--- config.mk ---
export PLATFORM = sky130hd
export DESIGN_NAME = freq_meter_ctrl
export DESIGN_NICKNAME = d
export VERILOG_FILES = /design/src/rtl/freq_meter_ctrl_pkg.sv /design/src/rtl/freq_meter_ctrl_sig_sync_edge.sv /design/src/rtl/freq_meter_ctrl.sv
export SDC_FILE = /design/constraint.sdc
export NUM_CORES = 1
export LEC_CHECK = 0
export CAP_MARGIN = 25
export CORE_MARGIN = 2
export CORE_UTILIZATION = 45
export CTS_CLUSTER_DIAMETER = 150
export DETAILED_ROUTE_END_ITERATION = 10
export PLACE_DENSITY_LB_ADDON = 0.3
export SYNTH_ARGS = -nofsm -noshare
export SYNTH_HDL_FRONTEND = slang
export SYNTH_SLANG_ARGS = --single-unit
--- constraint.sdc ---
create_clock -name clk50 -period 2.7 [get_ports clk50]
set_input_delay 0.27 -clock clk50 [delete_from_list [all_inputs] [get_ports clk50]]
set_output_delay 0.27 -clock clk50 [all_outputs]
set_load 0.01 [all_outputs]
--- src/rtl/freq_meter_ctrl_pkg.sv ---
// freq_meter_ctrl_pkg: shared clock rate, default gate length and sequencer state encoding
package freq_meter_ctrl_pkg;
  localparam int CLK_HZ = 50_000_000;
  localparam int DEF_GATE_CYCLES = CLK_HZ;
  typedef enum logic [2:0] {ST_IDLE, ST_CLEAR, ST_GATE, ST_LATCH, ST_WAIT_ACK} state_t;
endpackage

--- src/rtl/freq_meter_ctrl_sig_sync_edge.sv ---
// sig_sync_edge: multi-flop synchronizer for sig_in followed by a rising-edge pulse detector
module sig_sync_edge #(
  parameter int SYNC_STAGES = 2
) (
  input  logic clk50,
  input  logic rst_n,
  input  logic sig_in,
  output logic pulse
);
  logic [SYNC_STAGES:0] sh;
  always_ff @(posedge clk50 or negedge rst_n)
    if (!rst_n) sh <= '0;
    else sh <= {sh[SYNC_STAGES-1:0], sig_in};
  assign pulse = sh[SYNC_STAGES-1] & ~sh[SYNC_STAGES];
endmodule

--- src/rtl/freq_meter_ctrl.sv ---
// freq_meter_ctrl: gated edge-count sequencer with saturating counter and valid/ready result handoff
module freq_meter_ctrl
  import freq_meter_ctrl_pkg::*;
#(
  parameter int GATE_CYCLES = DEF_GATE_CYCLES,
  parameter int CLR_CYCLES  = 10,
  parameter int CNT_W       = 32,
  parameter int SYNC_STAGES = 2
) (
  input  logic             clk50,
  input  logic             rst_n,
  input  logic             sig_in,
  input  logic             start,
  input  logic             continuous,
  output logic             gate_out,
  output logic             busy,
  output logic [CNT_W-1:0] result,
  output logic             result_valid,
  input  logic             result_ready,
  output logic             overflow
);
  localparam int TW = $clog2(GATE_CYCLES + 1);
  state_t state, state_nx;
  logic [TW-1:0] tcnt;
  logic [CNT_W-1:0] cnt;
  logic ovf_flag, edge_p, tc_done;
  sig_sync_edge #(.SYNC_STAGES(SYNC_STAGES)) u_sync (
    .clk50 (clk50),
    .rst_n (rst_n),
    .sig_in(sig_in),
    .pulse (edge_p)
  );
  always_comb tc_done = (state == ST_CLEAR) ? tcnt == TW'(CLR_CYCLES - 1) : tcnt == TW'(GATE_CYCLES - 1);
  always_comb begin
    state_nx = state;
    case (state)
      ST_IDLE:     if (start) state_nx = ST_CLEAR;
      ST_CLEAR:    if (tc_done) state_nx = ST_GATE;
      ST_GATE:     if (tc_done) state_nx = ST_LATCH;
      ST_LATCH:    state_nx = ST_WAIT_ACK;
      ST_WAIT_ACK: if (result_ready) state_nx = continuous ? ST_CLEAR : ST_IDLE;
      default:     state_nx = ST_IDLE;
    endcase
  end
  // one phase counter serves both CLEAR and GATE; it restarts on every state change
  always_ff @(posedge clk50 or negedge rst_n)
    if (!rst_n) begin
      state <= ST_IDLE;
      tcnt  <= '0;
    end else begin
      state <= state_nx;
      tcnt  <= ((state == ST_CLEAR || state == ST_GATE) && state_nx == state) ? tcnt + TW'(1) : '0;
    end
  always_ff @(posedge clk50 or negedge rst_n)
    if (!rst_n) begin
      cnt      <= '0;
      ovf_flag <= 1'b0;
    end else if (state == ST_CLEAR) begin
      cnt      <= '0;
      ovf_flag <= 1'b0;
    end else if (state == ST_GATE && edge_p) begin
      if (&cnt) ovf_flag <= 1'b1;
      else cnt <= cnt + CNT_W'(1);
    end
  always_ff @(posedge clk50 or negedge rst_n)
    if (!rst_n) begin
      result   <= '0;
      overflow <= 1'b0;
    end else if (state == ST_LATCH) begin
      result   <= cnt;
      overflow <= ovf_flag;
    end
  assign result_valid = state == ST_WAIT_ACK;
  assign gate_out     = state == ST_GATE;
  assign busy         = state != ST_IDLE;
endmodule

Word level (Yosys, flattened, before mapping)
Cells that the tools add are included.
Storage, ports and cells
  register bits after elaboration: 98
  bits in latches: 0
  RAM bits: 0
  bits in read-only memories: 0
  input bits: 6
  output and inout bits: 36
  logic and storage cells: 43
  memories: 0
Operators by class
  $add $sub $neg: 2
  multiply operators: 0
  divide/modulo/power cells: 0
  order comparisons: 0
  equality and inequality tests: 8
  shift-type cells: 0
  muxes and demuxes: 14
  bitwise logic cells: 2
  reduce and logical (&&, ||, !) cells: 10
Operators with widths (number)
  32-bit two-way mux: 3
  32-bit by 1-bit adder with 32-bit output, second input constant: 1
  32-bit AND reduction: 1
  26-bit by 1-bit adder with 26-bit output, second input constant: 1
  26-bit equality test, second input constant: 1
  26-bit by 4-bit equality test with 1-bit output, second input constant: 1
  26-bit two-way mux: 1
  3-bit one-hot mux with 5 select lines: 1
  3-bit two-way mux: 4
  3-bit by 2-bit equality test with 1-bit output, second input constant: 2
  1-bit two-way mux: 5
  2-bit AND reduction: 2
  2-bit nonzero test: 2
  3-bit by 1-bit equality test with 1-bit output, second input constant: 1
  3-bit equality test: 1
  3-bit equality test, second input constant: 1
  3-bit zero test: 1
  3-bit nonzero test: 1
  1-bit logical AND: 2
  2-bit != test, second input constant: 1
  1-bit bitwise AND: 1
  1-bit logical OR: 1
  1-bit inverter: 1

Logic depth before layout (Yosys ltp)
  word-level depth: 7
  depth in mapped cells: 8
  mapped depth without buffers: 6

By module
From an unflattened synthesis, not the netlist that was laid out.
Unflattened totals
  cells, all modules: 460
  area total of the unflattened synthesis: 4752.1 µm²
Modules (own cells, without submodules)
  freq_meter_ctrl: instances 1, cells each 456, area each 4663.2 µm², sequential area each 2377.3 µm²
  sig_sync_edge: instances 1, cells each 4, area each 88.8 µm², sequential area each 75.1 µm²

Worst setup path after synthesis
No wires, ideal clock.
  kind: reg-to-reg
  start: register state[0]
  end: register cnt[27]
  library setup time: 0.078 ns
  arrival time: 1.975 ns
  required time: 2.622 ns
  setup slack: 0.647 ns
  cell stages (with the launch flop): 8
  path buffers: 2
  clock period less this slack: 2.053 ns
  cell sequence: dfrtp_1 buf_2 nor3b_4 nand4_1 a211o_1 buf_2 or4_1 a21oi_1
Between the ends
  cells in the longest elaborated chain, start to end: 4
  elaborated cells on any way between the ends: 7
  classes of those cells: eq/ne (3); mux (1); reduce/logical (3)
Ends and longest elaborated chain
  start, declared: RTL line freq_meter_ctrl.sv:23  | state_t state, state_nx;
  start signal, assigned: RTL line freq_meter_ctrl.sv:51  | state <= state_nx;
  3-bit by 2-bit equality test with 1-bit output
  net gate_out: RTL line freq_meter_ctrl.sv:15  | output logic gate_out,
  1-bit logical AND: RTL line freq_meter_ctrl.sv:61  | end else if (state == ST_GATE && edge_p) begin
  2-bit nonzero test (no source line)
  2-bit AND reduction (no source line)
  end signal, assigned: RTL line freq_meter_ctrl.sv:63  | else cnt <= cnt + CNT_W'(1);
  end, declared: RTL line freq_meter_ctrl.sv:25  | logic [CNT_W-1:0] cnt;
The timed path passes the listed nets, and every way through them passes these cells.
A chain may end at the register's enable or synchronous reset.

Worst setup path after layout
  start: register state[1]
  end: register cnt[31]
Between the ends
  cells in the longest elaborated chain, start to end: 4
  elaborated cells on any way between the ends: 7
  classes of those cells: eq/ne (3); mux (1); reduce/logical (3)
Ends and longest elaborated chain (RTL line)
  3-bit by 2-bit equality test with 1-bit output: freq_meter_ctrl.sv:61
  1-bit logical AND: freq_meter_ctrl.sv:61
  2-bit nonzero test (no source line)
  2-bit AND reduction (no source line)
Parallel ways exist; a longest one is shown, timed or not.

==> results.md <==
- Final Cell Area: 5416 um2
- Ys async rst share: 1.000
- Slew at the pin with the worst max-slew slack: 582.0 ps
- Mux contribution to synthesized area: 0.07270
- H-Tree Depth: 3
- Post-CTS Resized: 0
- R2R Setup Slk: 380 ps
- Setup TNS: 0 ps
- Syn_nets: 451
- Crit share post-route: 0.8601
- Clock transition at path regs: 90 ps
- CP required: 2990 ps
- GR Util All Layers: 0.1805
- Worst Hold Class: input pin to flop
- CP Cell Sequence: nor3b_4 > nand4_1 > a211o_1 > or4_1 > a21oi_1
- Leak Pwr: 2.272 nW
- Post-synthesis simple-gate area fraction: 0.2076
- Drt total wl: 9.361 mm
- Max Cap Viol: 0
- Overflow left after global routing: 0
- Ant diodes: 0
- Post-synthesis compound-gate area fraction: 0.09757
- Unrepaired setup endpoints after global routing: no
- Initial antenna violation count: 0
- Worst-path maximum fanout: 13
- Post-DP HPWL: 6.464 mm
- Avg WL per Cell: 14.95 um
- Rel. slew slack: 0.6120
- F_max: 430.6 MHz
- # clock sinks: 98
- Setup Crit Path Kind: flop to flop
- Total CTS buffers: 9
- # setup viols final: 0
- Critical Path Sink Type: flop
- Input/output buffers: 41
- Reg2reg start: state[1]
- TritonRoute pass-1 iters: 4
- Syn. warnings: 0
- Pwr dens: 598.4 nW/um2
- Site row count: 37
- DP Area: 5202 um2
- Largest net degree at the start of global routing: 54
- Syn Inst Count: 443
- Final worst-path setup slack: 377.7 ps
- I/O pins: 42
- First-pass GRT wire length: 16.23 mm
- Post-synthesis cell type count: 49
- Top FF cell, synth: dfrtp_1
- Max stage delay on crit path: 510 ps
- Final net count: 493
- Final Hold Vio Count: 0
- Worst vdd ir: 0.3373 mV
- Final ANT Viol Nets: 0
- CP arrival: 2610 ps
- Clk Latency, worst-skew pair: 360 ps
- Vias per cell: 5.546
- Largest family of logic cells by synthesized area: simple AND/OR/NAND/NOR gates
- Final Max Tran Viols: 0
- Clk root buf: clkbuf_8
- Clock buffer depth: 2
- Slowest-stage cell, CP: or4_1
- DIE AREA: 11,120 um2
- Initial Utilization: 0.4566
- DRC viols: 0
- Fillers: 888
- Register area share after synthesis: 0.5297
- Hold endpoint: u_sync.sh[0]
- Setup bufs post-CTS: 0
- Worst R2R Path Depth: 5
- Crit start category: flop
- Cells on Worst Hold Path: 1
- Register bit total from synthesis: 98
- Post-Syn Area: 4629 um2
- Vias: 3,472
- GPL Wtd Cong: 0.8142
- Post-synthesis xor/xnor area fraction: 0.05865
- CTS tree: built
- Post-synth EDFFs: 0
- Adder-cell share of the synthesized area: 0.005405
- Synthesized area per cell: 10.45 um2
- Status: finished, final reports clean
- Fraction of layout cells with a size suffix above 1: 0.1327
- Worst clock skew: 5.403 ps
- DRT iter0 DRCs: 239
- Core Box Area: 10,140 um2
- Die Width: 105.4 um
- Layout area overhead: 17.00%
- Vias in the first global route: 3,322
- Die H: 105.4 um
- Reg2reg end: cnt[31]
- Final Critical Period: 2322 ps
- Hold path start: sig_in
- Worst slack at placement: 416.7 ps
-- registers in the layout, summed over array words and instances, names as in the netlist --
register   cells
state          3
overflow       1
cnt           32
result        32
u_sync.sh      3
tcnt          26
ovf_flag       1
-- through the flow --
step	cells	hold slack [ps]	power (W)	util
after floorplan	443	-25.59	0.001952	-
after global placement	609	311.2	0.002276	0.5131
after detailed placement	609	313.2	0.002293	0.5131
after CTS	626	332.0	0.003257	0.5342
after global routing	626	342.9	0.003415	0.5342
final	626	342.1	0.003241	0.5342
-- worst max path at each step --
stage / slack, ps / from / endpoint
after floorplan: 650 / state[0] / cnt[27]
after global placement: 530 / state[1] / cnt[23]
after detailed placement: 420 / state[1] / cnt[25]
after CTS: 400 / state[1] / cnt[25]
after global routing: 220 / state[1] / cnt[31]
final: 380 / state[1] / cnt[31]
-- final cells by class --
type / count / area (um2) / area share
Clock buffer: 11 / 151.4 / 0.02795
Multi-Input combinational cell: 315 / 2051 / 0.3786
Timing Repair Buffer: 52 / 505.5 / 0.09332
Tap cell: 136 / 170.2 / 0.03142
Inverter: 9 / 33.78 / 0.006237
Sequential cell: 98 / 2452 / 0.4528
Clock inverter: 5 / 52.55 / 0.009702
-- cell usage after synthesis (all sizes together) (2+ instances only) --
cell type  instances  share of area
or2                2         0.0027
or4               13          0.022
and4               5         0.0095
xnor2             19          0.036
ha                 2         0.0054
nand4             15          0.022
nand3             25          0.027
and3               6         0.0081
a2111oi            2         0.0092
o211ai             4         0.0076
nand2             33          0.027
and2               3         0.0041
inv                9         0.0073
mux2              29          0.071
or3               14          0.019
nor2              49          0.040
nor4               9          0.012
nor3b              2         0.0057
nor3               4         0.0043
a31oi              2         0.0027
a21oi             20          0.022
buf               10          0.012
o31ai              8          0.013
dfrtp             98           0.53
xor2              12          0.023
o21ai             23          0.025
clkbuf            11         0.0089
a211oi             2         0.0032
-- critical path: cells and delay by family, from the launching register on --
family | cells | cell delay (ps)
and+or+nand+nor | 3 | 1110
AOI/OAI and AO/OA | 2 | 640
DFF | 1 | 500
-- cell families (layout without fill, tap and decap cells) --
logic type      count (synthesis)  after routing
compound gates                 69             69
flops                          98             98
mux                            30             30
xor+xnor                       31             31
fa+ha+maj                       2              2
buf+inv                        30             77
simple gates                  183            183
-- layer usage --
metal,global-route usage,share of wire
met1,0.2677,0.49
met3,0.03278,0.040
met5,0,0
met2,0.2641,0.45
met4,0.06667,0.017
-- what timing repair did --
item | 4_1_cts | 5_1_grt
endpoints found under the hold margin | 45 | 0
hold buffers | 1 | 0
endpoints found under the setup margin | 0 | 0
-- cells in the final DEF, fill, tap and decap left out, types with 2 or more instances in the layout --
cell type and count:
a211oi_1 2, a21oi_1 20, a31oi_1 2, and2_1 3, and3_1 6, and4_1 5, buf_4 10, clkbuf_8 11
clkdlybuf4s50_1 40, clkinv_2 3, dfrtp_1 98, ha_1 2, inv_1 9, mux2_2 29, nand2_1 33, nand3_1 25
nand4_1 14, nor2_1 49, nor3_1 4, nor4_1 9, o211ai_1 3, o21ai_0 22, o31ai_1 8, or2_2 2
or3_1 14, or4_1 12, xnor2_1 19, xor2_1 12
-- power breakdown --
part           total, W  internal [W]  switching (W)
combinational  0.000671      0.000225       0.000446
clock          0.000974      0.000475       0.000499
sequential      0.00160       0.00152      0.0000807
No activity file was read; power rests on OpenSTA's default activity.
